`config.mk`:
```
export PLATFORM = sky130hd
export DESIGN_NAME = int_claim_arbiter
export DESIGN_NICKNAME = d
export VERILOG_FILES = /design/src/rtl/InterruptArbiterPkg.sv /design/src/rtl/int_prio_rr_select.sv /design/src/rtl/int_claim_arbiter.sv
export SDC_FILE = /design/constraint.sdc
export NUM_CORES = 1
export LEC_CHECK = 0
export ABC_AREA = 1
export CAP_MARGIN = 20
export CORE_MARGIN = 1.5
export CORE_UTILIZATION = 45
export CTS_BUF_LIST = sky130_fd_sc_hd__clkbuf_4 sky130_fd_sc_hd__clkbuf_8
export CTS_CLUSTER_DIAMETER = 200
export CTS_CLUSTER_SIZE = 16
export DETAILED_ROUTE_END_ITERATION = 16
export GPL_ROUTABILITY_DRIVEN = 0
export GPL_TIMING_DRIVEN = 0
export PLACE_DENSITY = 0.68
export SLEW_MARGIN = 20
export SYNTH_ARGS = -nofsm -noshare
export SYNTH_HDL_FRONTEND = slang
export SYNTH_SLANG_ARGS = --single-unit
export TNS_END_PERCENT = 5
```
`constraint.sdc`:
```
create_clock -name clk -period 19.7 [get_ports clk]
set_clock_uncertainty 0.1 [all_clocks]
set_input_delay 4.925 -clock clk [delete_from_list [all_inputs] [get_ports clk]]
set_output_delay 4.925 -clock clk [all_outputs]
set_load 0.005 [all_outputs]
```
`src/rtl/InterruptArbiterPkg.sv`:
```
// Shared constants, types and helpers for the single-target interrupt claim arbiter.
package InterruptArbiterPkg;

   localparam int NUM_INT_PORTS = 16;
   localparam int PRIO_W        = 2;
   localparam int ID_W          = $clog2(NUM_INT_PORTS);

   typedef logic [PRIO_W-1:0] prio_t;
   typedef logic [ID_W-1:0]   int_id_t;

   typedef enum logic [1:0] {
      ARB_IDLE,
      ARB_OFFER,
      ARB_SERVICE
   } arb_state_e;

   function automatic logic [NUM_INT_PORTS-1:0] id_onehot(input int_id_t id);
      logic [NUM_INT_PORTS-1:0] oh;
      oh     = '0;
      oh[id] = 1'b1;
      return oh;
   endfunction

endpackage

```
`src/rtl/int_prio_rr_select.sv`:
```
// Combinational winner select: highest priority among eligible sources,
// ties broken by scanning upward from the slot after the last claimed id.
module int_prio_rr_select
   import InterruptArbiterPkg::*;
(
   input  logic [NUM_INT_PORTS-1:0]        eligible,
   input  logic [NUM_INT_PORTS*PRIO_W-1:0] prio,
   input  int_id_t                         rr_ptr,
   output logic                            valid,
   output int_id_t                         winner
);

   prio_t                    max_prio;
   logic [NUM_INT_PORTS-1:0] top_mask;
   logic [NUM_INT_PORTS-1:0] rotated;
   int_id_t                  start;
   int_id_t                  offset;

   always_comb begin
      max_prio = '0;
      for (int i = 0; i < NUM_INT_PORTS; i++) begin
         if (eligible[i] && (prio[i*PRIO_W +: PRIO_W] > max_prio)) begin
            max_prio = prio[i*PRIO_W +: PRIO_W];
         end
      end

      for (int i = 0; i < NUM_INT_PORTS; i++) begin
         top_mask[i] = eligible[i] && (prio[i*PRIO_W +: PRIO_W] == max_prio);
      end

      // Rotate so the round-robin start slot lands at bit 0, then take the lowest set bit.
      start = int_id_t'((int'(rr_ptr) + 1) % NUM_INT_PORTS);
      for (int j = 0; j < NUM_INT_PORTS; j++) begin
         rotated[j] = top_mask[int_id_t'((j + int'(start)) % NUM_INT_PORTS)];
      end

      offset = '0;
      for (int j = NUM_INT_PORTS - 1; j >= 0; j--) begin
         if (rotated[j]) begin
            offset = int_id_t'(j);
         end
      end

      valid  = |top_mask;
      winner = int_id_t'((int'(offset) + int'(start)) % NUM_INT_PORTS);
   end

endmodule

```
`src/rtl/int_claim_arbiter.sv`:
```
// Single-target interrupt arbiter: latches requests, offers the best source,
// and tracks one claimed source until software completes it.
module int_claim_arbiter
   import InterruptArbiterPkg::*;
(
   input  logic                            clk,
   input  logic                            rst,
   input  logic [NUM_INT_PORTS-1:0]        int_req_i,
   input  logic [NUM_INT_PORTS-1:0]        int_en_i,
   input  logic [NUM_INT_PORTS*PRIO_W-1:0] int_prio_i,
   output logic                            irq_o,
   output int_id_t                         irq_id_o,
   input  logic                            claim_i,
   input  logic                            complete_i,
   input  int_id_t                         complete_id_i,
   output logic                            busy_o,
   output logic                            err_o
);

   arb_state_e               state, state_n;
   logic [NUM_INT_PORTS-1:0] pending, pending_n;
   logic [NUM_INT_PORTS-1:0] in_service, in_service_n;
   logic [NUM_INT_PORTS-1:0] prio_nz;
   logic [NUM_INT_PORTS-1:0] eligible;
   int_id_t                  rr_ptr, rr_ptr_n;
   int_id_t                  svc_id, svc_id_n;
   int_id_t                  irq_id_n;
   logic                     err_n;
   logic                     sel_valid;
   int_id_t                  sel_id;

   for (genvar g = 0; g < NUM_INT_PORTS; g++) begin : g_prio_nz
      assign prio_nz[g] = |int_prio_i[g*PRIO_W +: PRIO_W];
   end

   assign eligible = pending & int_en_i & prio_nz & ~in_service;

   int_prio_rr_select u_select (
      .eligible (eligible),
      .prio     (int_prio_i),
      .rr_ptr   (rr_ptr),
      .valid    (sel_valid),
      .winner   (sel_id)
   );

   always_ff @(posedge clk or posedge rst) begin
      if (rst) begin
         state      <= ARB_IDLE;
         pending    <= '0;
         in_service <= '0;
         rr_ptr     <= '0;
         svc_id     <= '0;
         irq_id_o   <= '0;
         err_o      <= 1'b0;
      end else begin
         state      <= state_n;
         pending    <= pending_n;
         in_service <= in_service_n;
         rr_ptr     <= rr_ptr_n;
         svc_id     <= svc_id_n;
         irq_id_o   <= irq_id_n;
         err_o      <= err_n;
      end
   end

   // A claim clears the claimed pending bit and wins over a request arriving in the same cycle.
   always_comb begin
      state_n      = state;
      pending_n    = pending | int_req_i;
      in_service_n = in_service;
      rr_ptr_n     = rr_ptr;
      svc_id_n     = svc_id;
      irq_id_n     = irq_id_o;
      err_n        = 1'b0;

      case (state)
         ARB_IDLE: begin
            if (sel_valid) begin
               irq_id_n = sel_id;
               state_n  = ARB_OFFER;
            end
            if (claim_i || complete_i) begin
               err_n = 1'b1;
            end
         end
         ARB_OFFER: begin
            if (claim_i) begin
               pending_n    = (pending | int_req_i) & ~id_onehot(irq_id_o);
               in_service_n = in_service | id_onehot(irq_id_o);
               rr_ptr_n     = irq_id_o;
               svc_id_n     = irq_id_o;
               state_n      = ARB_SERVICE;
            end else if (sel_valid) begin
               irq_id_n = sel_id;
            end else begin
               state_n = ARB_IDLE;
            end
            if (complete_i) begin
               err_n = 1'b1;
            end
         end
         ARB_SERVICE: begin
            if (claim_i) begin
               err_n = 1'b1;
            end
            if (complete_i) begin
               if (complete_id_i == svc_id) begin
                  in_service_n = in_service & ~id_onehot(svc_id);
                  state_n      = ARB_IDLE;
               end else begin
                  err_n = 1'b1;
               end
            end
         end
         default: begin
            state_n = ARB_IDLE;
         end
      endcase
   end

   assign irq_o  = (state == ARB_OFFER);
   assign busy_o = (state == ARB_SERVICE);

endmodule
```
==> flow_summary.toml <==
[run_status]
outcome = "finished, violations left"
violations = "negative setup slack"

[logic_synthesis]
ys_top_cells_by_count = "sky130_fd_sc_hd__nand2_1, sky130_fd_sc_hd__nand3_1, sky130_fd_sc_hd__inv_1, sky130_fd_sc_hd__nor2_1, sky130_fd_sc_hd__dfrtp_1"
cell_area_synth_um2 = 5170
syn_area_per_cell_um2 = 6.11
synthTopCellsByArea = "sky130_fd_sc_hd__dfrtp_1, sky130_fd_sc_hd__nand3_1, sky130_fd_sc_hd__nand2_1"
syn-instance-count = 846
post-synth-top-count-cell = "sky130_fd_sc_hd__nand2_1"
yosysTopAreaCellShare_pct = 20.8
synth_top_cell_by_area = "sky130_fd_sc_hd__dfrtp_1"
synth_fp_nets = 949
synth_ff_type = "sky130_fd_sc_hd__dfrtp_1"
synth_sequential_area_ratio_pct = 20.8
synth_cell_type_count = 44
synthesis.yosys.warnings = 0
synth_enable_flop_cells = 0
synth_async_sr_flop_share_pct = 100
synth-seq-cells = 43

[floorplanning]
initial_utilization_pct = 46.9
die_height_um = 110
die_width_um = 110
core_region_area_um2 = 11000
core.rowCount = 38
num_io_pins = 79
die-area_um2 = 12100

[global_route]
number_of_antenna_violations_at_the_first_check_in_global_routing = 0
grt_max_degree = 27
grt_util_all_layers_pct = 33.5
grt_pass1_vias = 6768
grt_overflow_total = 0
global_route_wire_length_before_repair_um = 31700

[finish]
layout.nets = 1181
layout-area-overhead-vs-synth_pct = 61.7
utilization_pct = 75.8
diodes = 0
post_layout_instance_area_um2 = 8360
post_route_cells_drive_above_1_share_pct = 36.0

[setup_path]
timing.reg2reg.worst_path_depth = 144
worst-path-max-fanout = 6
crit_slowest_cell = "sky130_fd_sc_hd__fa_2"
cp.required_ps = 19820
worst_setup_path_endpoint = "irq_id_o[1]"
worstSetupStartpoint = "int_en_i[0]"
r2r_setup_slack_ps = 1640
end_kind = "register"
crit-reg2reg-launch = "in_service[0]"
timing.critical_path.slowest_cell_delay_ps = 440
critical_path.most_common_cell = "sky130_fd_sc_hd__nand2_2"
worst-endpoint-arrival_ps = 22400
r2r-end = "irq_id_o[1]"
timing_worst_setup_path_type = "in -> reg"
setup.worst_path.start_class = "input pin"

[clocking]
cts.sink_count = 43
clock_latency_ps = 300
clk_root_buffer_cell = "sky130_fd_sc_hd__clkbuf_8"
numCtsBuffers = 5
cts_hold_buffers = 0
clock_tree.htree_level_count = 2
clk_pin_slew_ps = 70
cts_tree = "built"
cts-root-to-sink-buffers = 2

[place]
place_hpwl_um = 14000
placement.cell_area_um2 = 6210
buffer_ports.inserted = 78

[detailed_routing]
wl_per_cell_um = 20.4
vias_post_dr = 7648
drtPass1Iterations = 8
vias_per_cell = 6.28
route.final.wire_length_um = 24800
detailedRoute.firstIterationViolations = 1026
antenna_left = 0
route.detailed.drc = 0

[power_and_ir_drop]
report.power.total_uw = 1540
pleak_uw = 0.00389
vdd.ir_drop.worst_mv = 0.136
power.density_cell_area_nw_per_um2 = 184

[sta]
rsz0062_at_grt = "true"
max_slew_margin_pct = 47.1
finalCritPeriodShare_pct = 113
timing.final.max_slew_violations = 0
max_freq_ghz = 0.0449
tightest_slew_ps = 791
fin_crit_ps = 22280
setup_viol = 5
final_hold_vio_count = 0
post-route-worst-setup-slack_ps = -2580

[hold_path]
worstHoldPathType = "reg -> reg"

[flow_run]
max_cap_violations = 0
[state kept, by name, summed over array words and instances, names as in the netlist]
register	cells
irq_id_o	4
err_o	1
svc_id	4
state	2
in_service	16
pending	16
[worst min path at each step]
stage | end | slack (ps) | from | cells past startpoint
6_report | pending[13] | 390 | pending[13] | 1
5_1_grt | pending[4] | 410 | pending[4] | 1
2_1_floorplan | pending[15] | 360 | pending[15] | 1
3_5_place_dp | pending[13] | 380 | pending[13] | 1
3_3_place_gp | pending[7] | 370 | pending[7] | 1
4_1_cts | pending[13] | 400 | pending[13] | 1
[metrics by stage]
stage / TNS [ps] / hold WS, ps / setup slack, ps / instances
2_1_floorplan: -569 / 364 / -253 / 846
3_3_place_gp: -9020 / 374 / -2190 / 1064
3_5_place_dp: -11380 / 380 / -2640 / 1065
4_1_cts: -3570 / 398 / -1060 / 1189
5_1_grt: -15850 / 412 / -3590 / 1218
6_report: -10950 / 394 / -2580 / 1218
[repair_timing]
item | in CTS | in global routing
setup buffers | 115 | 31
endpoints found under the setup margin | 5 | 5
pin swaps | 84 | 104
hold endpoints to repair | 0 | 0
gates resized for setup | 117 | 132
cloned | 2 | 0
[cells in the final DEF, fill, tap and decap left out, types with 12 or more instances in the layout]
cell type / count
sky130_fd_sc_hd__inv_1: 85
sky130_fd_sc_hd__nand3_1: 121
sky130_fd_sc_hd__nand3_2: 58
sky130_fd_sc_hd__o21ai_0: 13
sky130_fd_sc_hd__nand2_2: 60
sky130_fd_sc_hd__inv_2: 15
sky130_fd_sc_hd__ha_1: 18
sky130_fd_sc_hd__xor2_1: 16
sky130_fd_sc_hd__buf_4: 145
sky130_fd_sc_hd__clkdlybuf4s50_1: 73
sky130_fd_sc_hd__o21ai_2: 12
sky130_fd_sc_hd__nand2_1: 168
sky130_fd_sc_hd__nor2_1: 41
sky130_fd_sc_hd__a21oi_1: 19
sky130_fd_sc_hd__nand4_1: 20
sky130_fd_sc_hd__dfrtp_1: 43
sky130_fd_sc_hd__o21a_1: 13
sky130_fd_sc_hd__ha_4: 12
[kinds of logic after synthesis]
group           after synthesis  synth area share, %
simple gates                522                 45.7
buf+inv                     123                 9.46
compound gates              109                 13.3
flops                        43                 20.8
fa+ha+maj                    31                 7.65
xor+xnor                     18                 3.05
[power by group]
group	leakage, uW	internal [uW]	switching, uW
Combinational	0.00340	549	803
Clock	0.0000470	27.6	30.1
Sequential	0.000437	109	20.8
Total	0.00389	685	854
[area by class of cell]
type / count / area, um2
Multi-Input combinational cell: 680 / 4550
Sequential cell: 43 / 1080
Fill cell: 752 / 2670
Inverter: 106 / 415
Tap cell: 140 / 175
Clock inverter: 1 / 5.00
Clock buffer: 6 / 82.6
Buffer: 17 / 110
Timing Repair Buffer: 225 / 1940
[routing by layer]
metal / vias to the layer above / share of wire [%] / routed length, um / track usage [%]
met5: - / 0.12 / 31 / 0
met4: 2 / 8.1 / 2010 / 17.6
met3: 223 / 11 / 2710 / 3.82
met2: 599 / 46 / 11400 / 59.2
met1: 3495 / 35 / 8670 / 40.0
li1: 3329 / - / - / -
[worst max-delay path: cells and delay by family]
family / cells / cell delay [ps]
AND/OR/NAND/NOR: 88 / 9070
adder cells (fa/ha/maj): 17 / 4410
AO/OA/AOI/OAI: 21 / 2510
buffers and inverters: 18 / 1480
Note: power is estimated with default switching activity, not from simulation.
